===== src/rtl/reg_file_sb_pkg.sv =====
// Shared defaults and clear-engine state encoding for the scoreboarded register file.
package reg_file_sb_pkg;
    localparam int DATA_W_DEF = 32;
    localparam int ADDR_W_DEF = 5;

    typedef enum logic {
        ST_IDLE  = 1'b0,
        ST_CLEAR = 1'b1
    } clr_state_e;
endpackage


===== src/rtl/reg_file_sb_scoreboard.sv =====
// Pending-write scoreboard: one bit per register, set by reservation, cleared by
// write-back or the bulk-clear sweep, with bypass-aware busy lookups for two ports.
module reg_file_sb_scoreboard #(
    parameter int ADDR_W = 5,
    parameter int BYPASS = 1
) (
    input  logic              clock,
    input  logic              reset_n,
    input  logic              wr_fire_i,
    input  logic [ADDR_W-1:0] wr_addr_i,
    input  logic              rsv_fire_i,
    input  logic [ADDR_W-1:0] rsv_addr_i,
    input  logic              bulk_fire_i,
    input  logic [ADDR_W-1:0] bulk_addr_i,
    input  logic              force_busy_i,
    input  logic [ADDR_W-1:0] rd_addr_a_i,
    input  logic [ADDR_W-1:0] rd_addr_b_i,
    output logic              busy_a_o,
    output logic              busy_b_o
);
    localparam int NUM_REGS = 1 << ADDR_W;
    localparam bit BYP      = (BYPASS != 0);

    logic [NUM_REGS-1:0] pend_q;
    logic [NUM_REGS-1:0] pend_d;
    logic                hit_a;
    logic                hit_b;

    // Reservation is applied last: it belongs to a newer producer than the write-back.
    always_comb begin
        pend_d = pend_q;
        if (bulk_fire_i) pend_d[bulk_addr_i] = 1'b0;
        if (wr_fire_i)   pend_d[wr_addr_i]   = 1'b0;
        if (rsv_fire_i)  pend_d[rsv_addr_i]  = 1'b1;
        pend_d[0] = 1'b0;
    end

    always_ff @(posedge clock or negedge reset_n) begin
        if (!reset_n) pend_q <= '0;
        else          pend_q <= pend_d;
    end

    assign hit_a    = BYP && wr_fire_i && (wr_addr_i == rd_addr_a_i);
    assign hit_b    = BYP && wr_fire_i && (wr_addr_i == rd_addr_b_i);
    assign busy_a_o = force_busy_i | ((rd_addr_a_i != '0) & pend_q[rd_addr_a_i] & ~hit_a);
    assign busy_b_o = force_busy_i | ((rd_addr_b_i != '0) & pend_q[rd_addr_b_i] & ~hit_b);
endmodule


===== src/rtl/reg_file_sb.sv =====
// 2-read/1-write register file with pending-write scoreboard, write-through bypass
// and a one-register-per-cycle bulk-clear engine. Register 0 reads as zero.
module reg_file_sb
    import reg_file_sb_pkg::*;
#(
    parameter int                DATA_W    = DATA_W_DEF,
    parameter int                ADDR_W    = ADDR_W_DEF,
    parameter logic [DATA_W-1:0] RESET_VAL = '0,
    parameter int                BYPASS    = 1
) (
    input  logic              clock,
    input  logic              reset_n,
    input  logic [ADDR_W-1:0] rd_addr_a,
    input  logic [ADDR_W-1:0] rd_addr_b,
    output logic [DATA_W-1:0] rd_data_a,
    output logic [DATA_W-1:0] rd_data_b,
    output logic              busy_a,
    output logic              busy_b,
    input  logic              wr_en,
    input  logic [ADDR_W-1:0] wr_addr,
    input  logic [DATA_W-1:0] wr_data,
    input  logic              rsv_en,
    input  logic [ADDR_W-1:0] rsv_addr,
    input  logic              clr_req,
    output logic              clr_busy
);
    localparam int NUM_REGS = 1 << ADDR_W;
    localparam bit BYP      = (BYPASS != 0);

    clr_state_e        state_q;
    logic [ADDR_W-1:0] cnt_q;
    logic [DATA_W-1:0] rf_q [NUM_REGS];

    logic idle;
    logic clearing;
    logic wr_fire;
    logic rsv_fire;
    logic byp_a;
    logic byp_b;

    assign idle     = (state_q == ST_IDLE);
    assign clearing = (state_q == ST_CLEAR);
    assign wr_fire  = idle && wr_en  && (wr_addr  != '0);
    assign rsv_fire = idle && rsv_en && (rsv_addr != '0);
    assign clr_busy = clearing;

    always_ff @(posedge clock or negedge reset_n) begin
        if (!reset_n) begin
            state_q <= ST_IDLE;
            cnt_q   <= ADDR_W'(1);
        end else begin
            case (state_q)
                ST_IDLE: begin
                    if (clr_req) begin
                        state_q <= ST_CLEAR;
                        cnt_q   <= ADDR_W'(1);
                    end
                end
                ST_CLEAR: begin
                    if (cnt_q == '1) begin
                        state_q <= ST_IDLE;
                        cnt_q   <= ADDR_W'(1);
                    end else begin
                        cnt_q <= cnt_q + 1'b1;
                    end
                end
                default: state_q <= ST_IDLE;
            endcase
        end
    end

    always_ff @(posedge clock or negedge reset_n) begin
        if (!reset_n) begin
            for (int i = 0; i < NUM_REGS; i++) rf_q[i] <= (i == 0) ? '0 : RESET_VAL;
        end else if (clearing) begin
            rf_q[cnt_q] <= RESET_VAL;
        end else if (wr_fire) begin
            rf_q[wr_addr] <= wr_data;
        end
    end

    // During a clear the bypass is off and storage is returned raw; busy covers it.
    assign byp_a     = BYP && wr_fire && (wr_addr == rd_addr_a);
    assign byp_b     = BYP && wr_fire && (wr_addr == rd_addr_b);
    assign rd_data_a = (rd_addr_a == '0) ? '0 : (byp_a ? wr_data : rf_q[rd_addr_a]);
    assign rd_data_b = (rd_addr_b == '0) ? '0 : (byp_b ? wr_data : rf_q[rd_addr_b]);

    reg_file_sb_scoreboard #(
        .ADDR_W (ADDR_W),
        .BYPASS (BYPASS)
    ) u_sb (
        .clock        (clock),
        .reset_n      (reset_n),
        .wr_fire_i    (wr_fire),
        .wr_addr_i    (wr_addr),
        .rsv_fire_i   (rsv_fire),
        .rsv_addr_i   (rsv_addr),
        .bulk_fire_i  (clearing),
        .bulk_addr_i  (cnt_q),
        .force_busy_i (clearing),
        .rd_addr_a_i  (rd_addr_a),
        .rd_addr_b_i  (rd_addr_b),
        .busy_a_o     (busy_a),
        .busy_b_o     (busy_b)
    );
endmodule


===== config.mk =====
export PLATFORM = sky130hd
export DESIGN_NAME = reg_file_sb
export DESIGN_NICKNAME = d
export VERILOG_FILES = /design/src/rtl/reg_file_sb_pkg.sv /design/src/rtl/reg_file_sb_scoreboard.sv /design/src/rtl/reg_file_sb.sv
export SDC_FILE = /design/constraint.sdc
export NUM_CORES = 2
export LEC_CHECK = 0
export CAP_MARGIN = 20
export CORE_ASPECT_RATIO = 0.9
export CORE_MARGIN = 5
export CORE_UTILIZATION = 50
export DETAILED_ROUTE_END_ITERATION = 16
export DONT_BUFFER_PORTS = 1
export PLACE_DENSITY = 0.63
export SYNTH_ARGS = -nofsm -noshare
export SYNTH_HDL_FRONTEND = slang
export SYNTH_SLANG_ARGS = --single-unit

===== constraint.sdc =====
create_clock -name clock -period 2.87 [get_ports clock]
set_clock_uncertainty 0.2 [all_clocks]
set_input_delay 0.4305 -clock clock [delete_from_list [all_inputs] [get_ports clock]]
set_output_delay 0.4305 -clock clock [all_outputs]
set_load 0.01 [all_outputs]

# After elaboration in Yosys (flattened, before gate mapping)
# Cells that the tools add are included.
[word_totals]
output_inout_bits = 67
elab_cells = 128
inputBits = 57
reg_bits = 1061
[op_classes]
n_lt_le_gt_ge = 14
mux = 36
eq_ne = 4
n_bitwise = 20
addsub = 1
n_reduce_logical = 18
[ops]
columns = ["op", "count"]
rows = [
  ["$mux 1024", 2],
  ["$and 1024x1024->1024", 1],
  ["$bwmux 1024", 1],
  ["$not 1024->1024", 1],
  ["$mux 32", 13],
  ["$bmux 32 s5", 2],
  ["$demux 32 s5", 2],
  ["$and 32x32->32", 2],
  ["$not 32->32", 2],
  ["$or 32x32->32", 1],
  ["$lt 5x6->1 const B", 5],
  ["$ge 6x6->1 const B", 4],
  ["$not 5->6", 4],
  ["$reduce_bool 5->1", 4],
  ["$demux 1 s5", 3],
  ["$ge 5x1->1 const B", 3],
  ["$lt 6x1->1 const B", 2],
  ["$logic_and 1x1->1", 11],
  ["$bmux 1 s5", 2],
  ["$eq 5x5->1", 2],
  ["$logic_not 5->1", 2],
  ["$mux 5", 2],
  ["$pmux 5 s2", 1],
  ["$mux 1", 7],
  ["other kinds (8)", 14],
]

# Depth between registers and ports, before layout
[depth]
word_depth = 11
ltp_mapped = 10
ltp_nobuf = 6

# Modules after synthesis
# A second synthesis with hierarchy kept.
[unflattened]
cells_unflattened = 4544
area_unflattened_um2 = 57386.3
[modules_own_cells]
columns = ["mod", "cells_per_inst", "area_each_um2", "seq_area_each_um2", "instances"]
rows = [
  ["reg_file_sb", 4306, 55035.3, 25776.0, 1],
  ["reg_file_sb_scoreboard", 238, 2351.0, 775.7, 1],
]

# Least setup slack after synthesis
# Ideal clock, no wire load.
[synth_path]
path_type = "input-to-output"
start = "input rd_addr_a[1]"
end = "output rd_data_a[16]"
t_required_ns = 2.240
setup_slack_ns = 0.070
stages = 8
path_buffers = 4
arrival_time_ns = 2.169
path_cell_list = "buf_4 -> buf_4 -> buf_2 -> buf_1 -> mux4_2 -> o22ai_1 -> nor2_1 -> a221o_1"
[synth_between]
elab_chain_len = 6
[synth_lines]
columns = ["element", "line", "source"]
rows = [
  ["start: declaration", "reg_file_sb.sv:13", "input logic [ADDR_W-1:0] rd_addr_a,"],
  ["$not 5->6 (not written as such)", "reg_file_sb.sv:85", "assign rd_data_a = (rd_addr_a == '0) ? '0 : (byp_a ? wr_data : rf_q[rd_addr_a]);"],
  ["$bmux 32 s5", "reg_file_sb.sv:85", ""],
  ["$mux 32 (not written as such) (2 in a row)", "reg_file_sb.sv:85", ""],
  ["$mux 32", "reg_file_sb.sv:85", ""],
  ["$mux 32 *", "reg_file_sb.sv:85", ""],
  ["end: declaration", "reg_file_sb.sv:15", "output logic [DATA_W-1:0] rd_data_a,"],
]
# Mark *: on every way between the ends. The rest lies on a longest branch, timed or not. The select of a mux whose other input is x is not followed.

# Worst setup path in the final report
[layout_path]
start = "input rd_addr_b[0]"
end = "output rd_data_b[24]"
[layout_between]
elab_chain_len = 6
[layout_lines]
columns = ["element", "line", "source"]
rows = [
  ["start: declaration", "reg_file_sb.sv:14", "input logic [ADDR_W-1:0] rd_addr_b,"],
  ["$not 5->6 (not written as such)", "reg_file_sb.sv:86", "assign rd_data_b = (rd_addr_b == '0) ? '0 : (byp_b ? wr_data : rf_q[rd_addr_b]);"],
  ["$bmux 32 s5", "reg_file_sb.sv:86", ""],
  ["$mux 32 (not written as such) (2 in a row)", "reg_file_sb.sv:86", ""],
  ["$mux 32", "reg_file_sb.sv:86", ""],
  ["$mux 32 *", "reg_file_sb.sv:86", ""],
  ["end: declaration", "reg_file_sb.sv:16", "output logic [DATA_W-1:0] rd_data_b,"],
]
# Marks and branches as above.

==> impl_results.md <==
* NetSw at 16520 µW
* Clk pin slew, worst setup/hold paths at 0.06 ns
* Design area at 73900 µm²
* Port Buffers at 0
* LEAKAGE at 0.03131 µW
* Status: finished, violations left
* Core area at 122600 µm²
* Final WS setup at -1.153 ns
* Rows at 122
* Most frequent cells after synthesis: nand2_1, dfrtp_1, a21oi_1
* Hold Fails Final Rpt at 341
* Peak VDD IR at 567.4 µV
* Initial DRC Count at 10.03k
* Pint at 32810 µW
* Clock share of power at 32.3%
* Switching share of power at 33.49%
* # hold bufs at CTS at 106
* Ports placed on the boundary at 124
* Syn-to-layout area delta at 20.20%
* HP Class: in -> async
* Fin crit period at 4.023 ns
* Die X-Extent at 379.6 µm
* Vias in the first global route at 56.08k
* Post-Syn Instances at 6534
* Gr usage total at 42.04%
* Post-placement cell area at 66030 µm²
* Post-synthesis net count at 6596
* Mean number of vias per cell at 7.048
* Max Cap Violations at 0
* Final setup fails at 66
* Number of synthesized flops with an enable pin at 0
* DR pass1 iterations at 7
* Final period util at 140.2%
* RSZ-0062 raised after global routing: yes
* Worst-Margin Slew at 1.419 ns
* Dominant cell type by area after synthesis: dfrtp_1
* Antenna violations before repair at 15
* Pwr/cell area at 667.5 nW/µm²
* Die area at 130100 µm²
* Register area share after synthesis at 43.19%
* DP HPWL at 164700 µm
* Starting Density at 50.16%
* Sequential share of power at 41.3%
* Via count at 58.70k
* Routed Antenna Nets at 0
* DRC errors left at 0
* Final hold slack at -0.8323 ns
* Data required time of the worst path at 2.24 ns
* Total CTS buffers at 115
* Most common cell in the netlist: nand2_1
* GPL Wtd Cong at 0.9867
* GR Overflow Total at 0
* #FFs+latches synth at 1061
* Max Slew Vio Count at 0
* Crit Path Class: in -> out
* Core Util, Final at 60.29%
* Clock sink count at 1061
* Slew HR at 5.420%
* Top cell type's share of synthesized area at 43.14%
* Share of post-route cells with drive strength above 1 at 21.46%
* Crit-path max FO at 359
* Die Height at 342.7 µm
* H-tree depth at 3
* Endpoint class of the critical path: primary output
* Wirelength per Cell at 33.82 µm
* Final wirelength at 281700 µm
* WP data arrival at 3.39 ns
* Setup Slack @ Placement at -0.7747 ns
* Primary FF master, synth: dfrtp_1
* Power share of the combinational group at 26.4%
* Failing checks: negative hold slack, negative setup slack
* Ys async rst share at 100.0%
* Synth warn at 0
* Area contributors post-synth: dfrtp_1, nand2_1, mux4_2
* Synth cell types at 78
* Filler cell count in the final layout at 10.14k
* Clock tree from TritonCTS: built
* Peak Freq at 0.2486 GHz
* Nets at 6674
* First-pass GRT wire length at 400700 µm
* Avg Inst Size Synth at 9.410 µm²
* Synthesized cell area at 61480 µm²
* CTS Buffer Depth at 3
* Startpoint types: primary input
* Largest net degree at the start of global routing at 1062
* Clk_lat worst skew at 0.76 ns
* Clock root cell: clkbuf_16
[worst paths after layout]
kind | slack, ns | startpoint | end | cells past startpoint
worst max-delay path | -1.15 | rd_addr_b[0] | rd_data_b[24] | 7
worst min-delay path | -0.83 | reset_n | rf_q[783] | 0
worst max register to register | 0.01 | clr_busy | rf_q[407] | 8
worst min register to register | 0.31 | rf_q[1023] | rf_q[1023] | 1
max in group asynchronous | 0.91 | reset_n | rf_q[539] | 3
min in group clock | 0.02 | wr_addr[3] | rf_q[283] | 4
[what timing repair did]
| item | CTS | global route |
|---|---|---|
| pin swaps | 57 | 20 |
| hold endpoints to repair | 2090 | 341 |
| setup endpoints to repair | 66 | 114 |
| cloned | 9 | 1 |
| setup buffers | 66 | 17 |
| resized for setup | 318 | 49 |
[layout make-up]
type	count	area (µm²)	share of cell area, %
Tap cell	1612	2017	2.729
Clock inverter	36	530.5	0.7179
Inverter	19	71.32	0.09651
Timing Repair Buffer	629	7483	10.13
Multi-Input combinational cell	4786	33770	45.70
Clock buffer	173	3436	4.649
Antenna cell	13	32.53	0.04402
Sequential cell	1061	26560	35.93
[sequential cells by signal, indices dropped and copies added, names as in the netlist]
signal,cells
rf_q,1024
u_sb.pend_q,31
cnt_q,5
clr_busy,1
[placed cells by master, fill, tap and decap left out, types with 25 or more instances in the layout]
cell type,count
a22o_1,47
nor2_1,103
a22oi_1,67
o21ai_0,159
mux2_2,84
dfrtp_1,1059
dlygate4sd3_1,74
and2_1,37
clkbuf_16,116
a21oi_1,895
clkbuf_8,34
nand2_1,1899
nand2_2,27
mux4_2,314
o22ai_1,102
nor3_1,25
buf_6,37
buf_12,170
buf_4,328
a221oi_1,68
nor2_4,55
mux2i_1,455
[logic make-up (layout without fill, tap and decap cells)]
kind of cell	count (synthesis)	after routing	share of synthesized area, %
and+or+nand+nor	2324	2324	15.19
AOI/OAI and AO/OA	1574	1574	15.01
DFF	1061	1061	43.19
muxes	871	871	21.08
buffers and inverters	687	857	5.267
xor gates and xnor gates	12	12	0.1709
adders and majority gates	5	5	0.1018
other	0	13	0
[stage by stage]
step                total power (µW)  setup TNS [ns]  hold slack [ns]  cells
global route                   50770          -36.41          -0.8540   8319
finish                         49330          -42.70          -0.8323   8329
CTS                            48250          -32.89          -0.7506   8301
floorplan                      27300               0         -0.06509   6534
global placement               31130          -9.437          0.04676   7941
detailed placement             31540          -9.769          0.04763   7943
[power groups by stage]
stage          Combinational (µW)  Sequential, µW  Clock (µW)
2_1_floorplan                7690           19600           0
3_3_place_gp                10800           20300           0
3_5_place_dp                11100           20500           0
4_1_cts                     12200           20200       15900
5_1_grt                     13700           20600       16500
6_report                    13000           20400       15900
[layer usage]
layer	share of wire (%)	global-route usage, %	wire length [µm]	up-vias
li1	-	-	-	23250
met1	35	53.59	99190	29020
met2	40	57.31	112800	5196
met3	16	18.97	46090	1217
met4	8.3	28.48	23290	20
met5	0.094	0.2905	264	-
[critical path: stages]
cell and delay, ns:
nand2b_1 0.83, buf_4 0.31, o22ai_1 0.12, a22oi_1 0.44, a211oi_2 0.18, a21oi_4 0.28
buf_6 0.15
(Power assumes the default switching activity.)
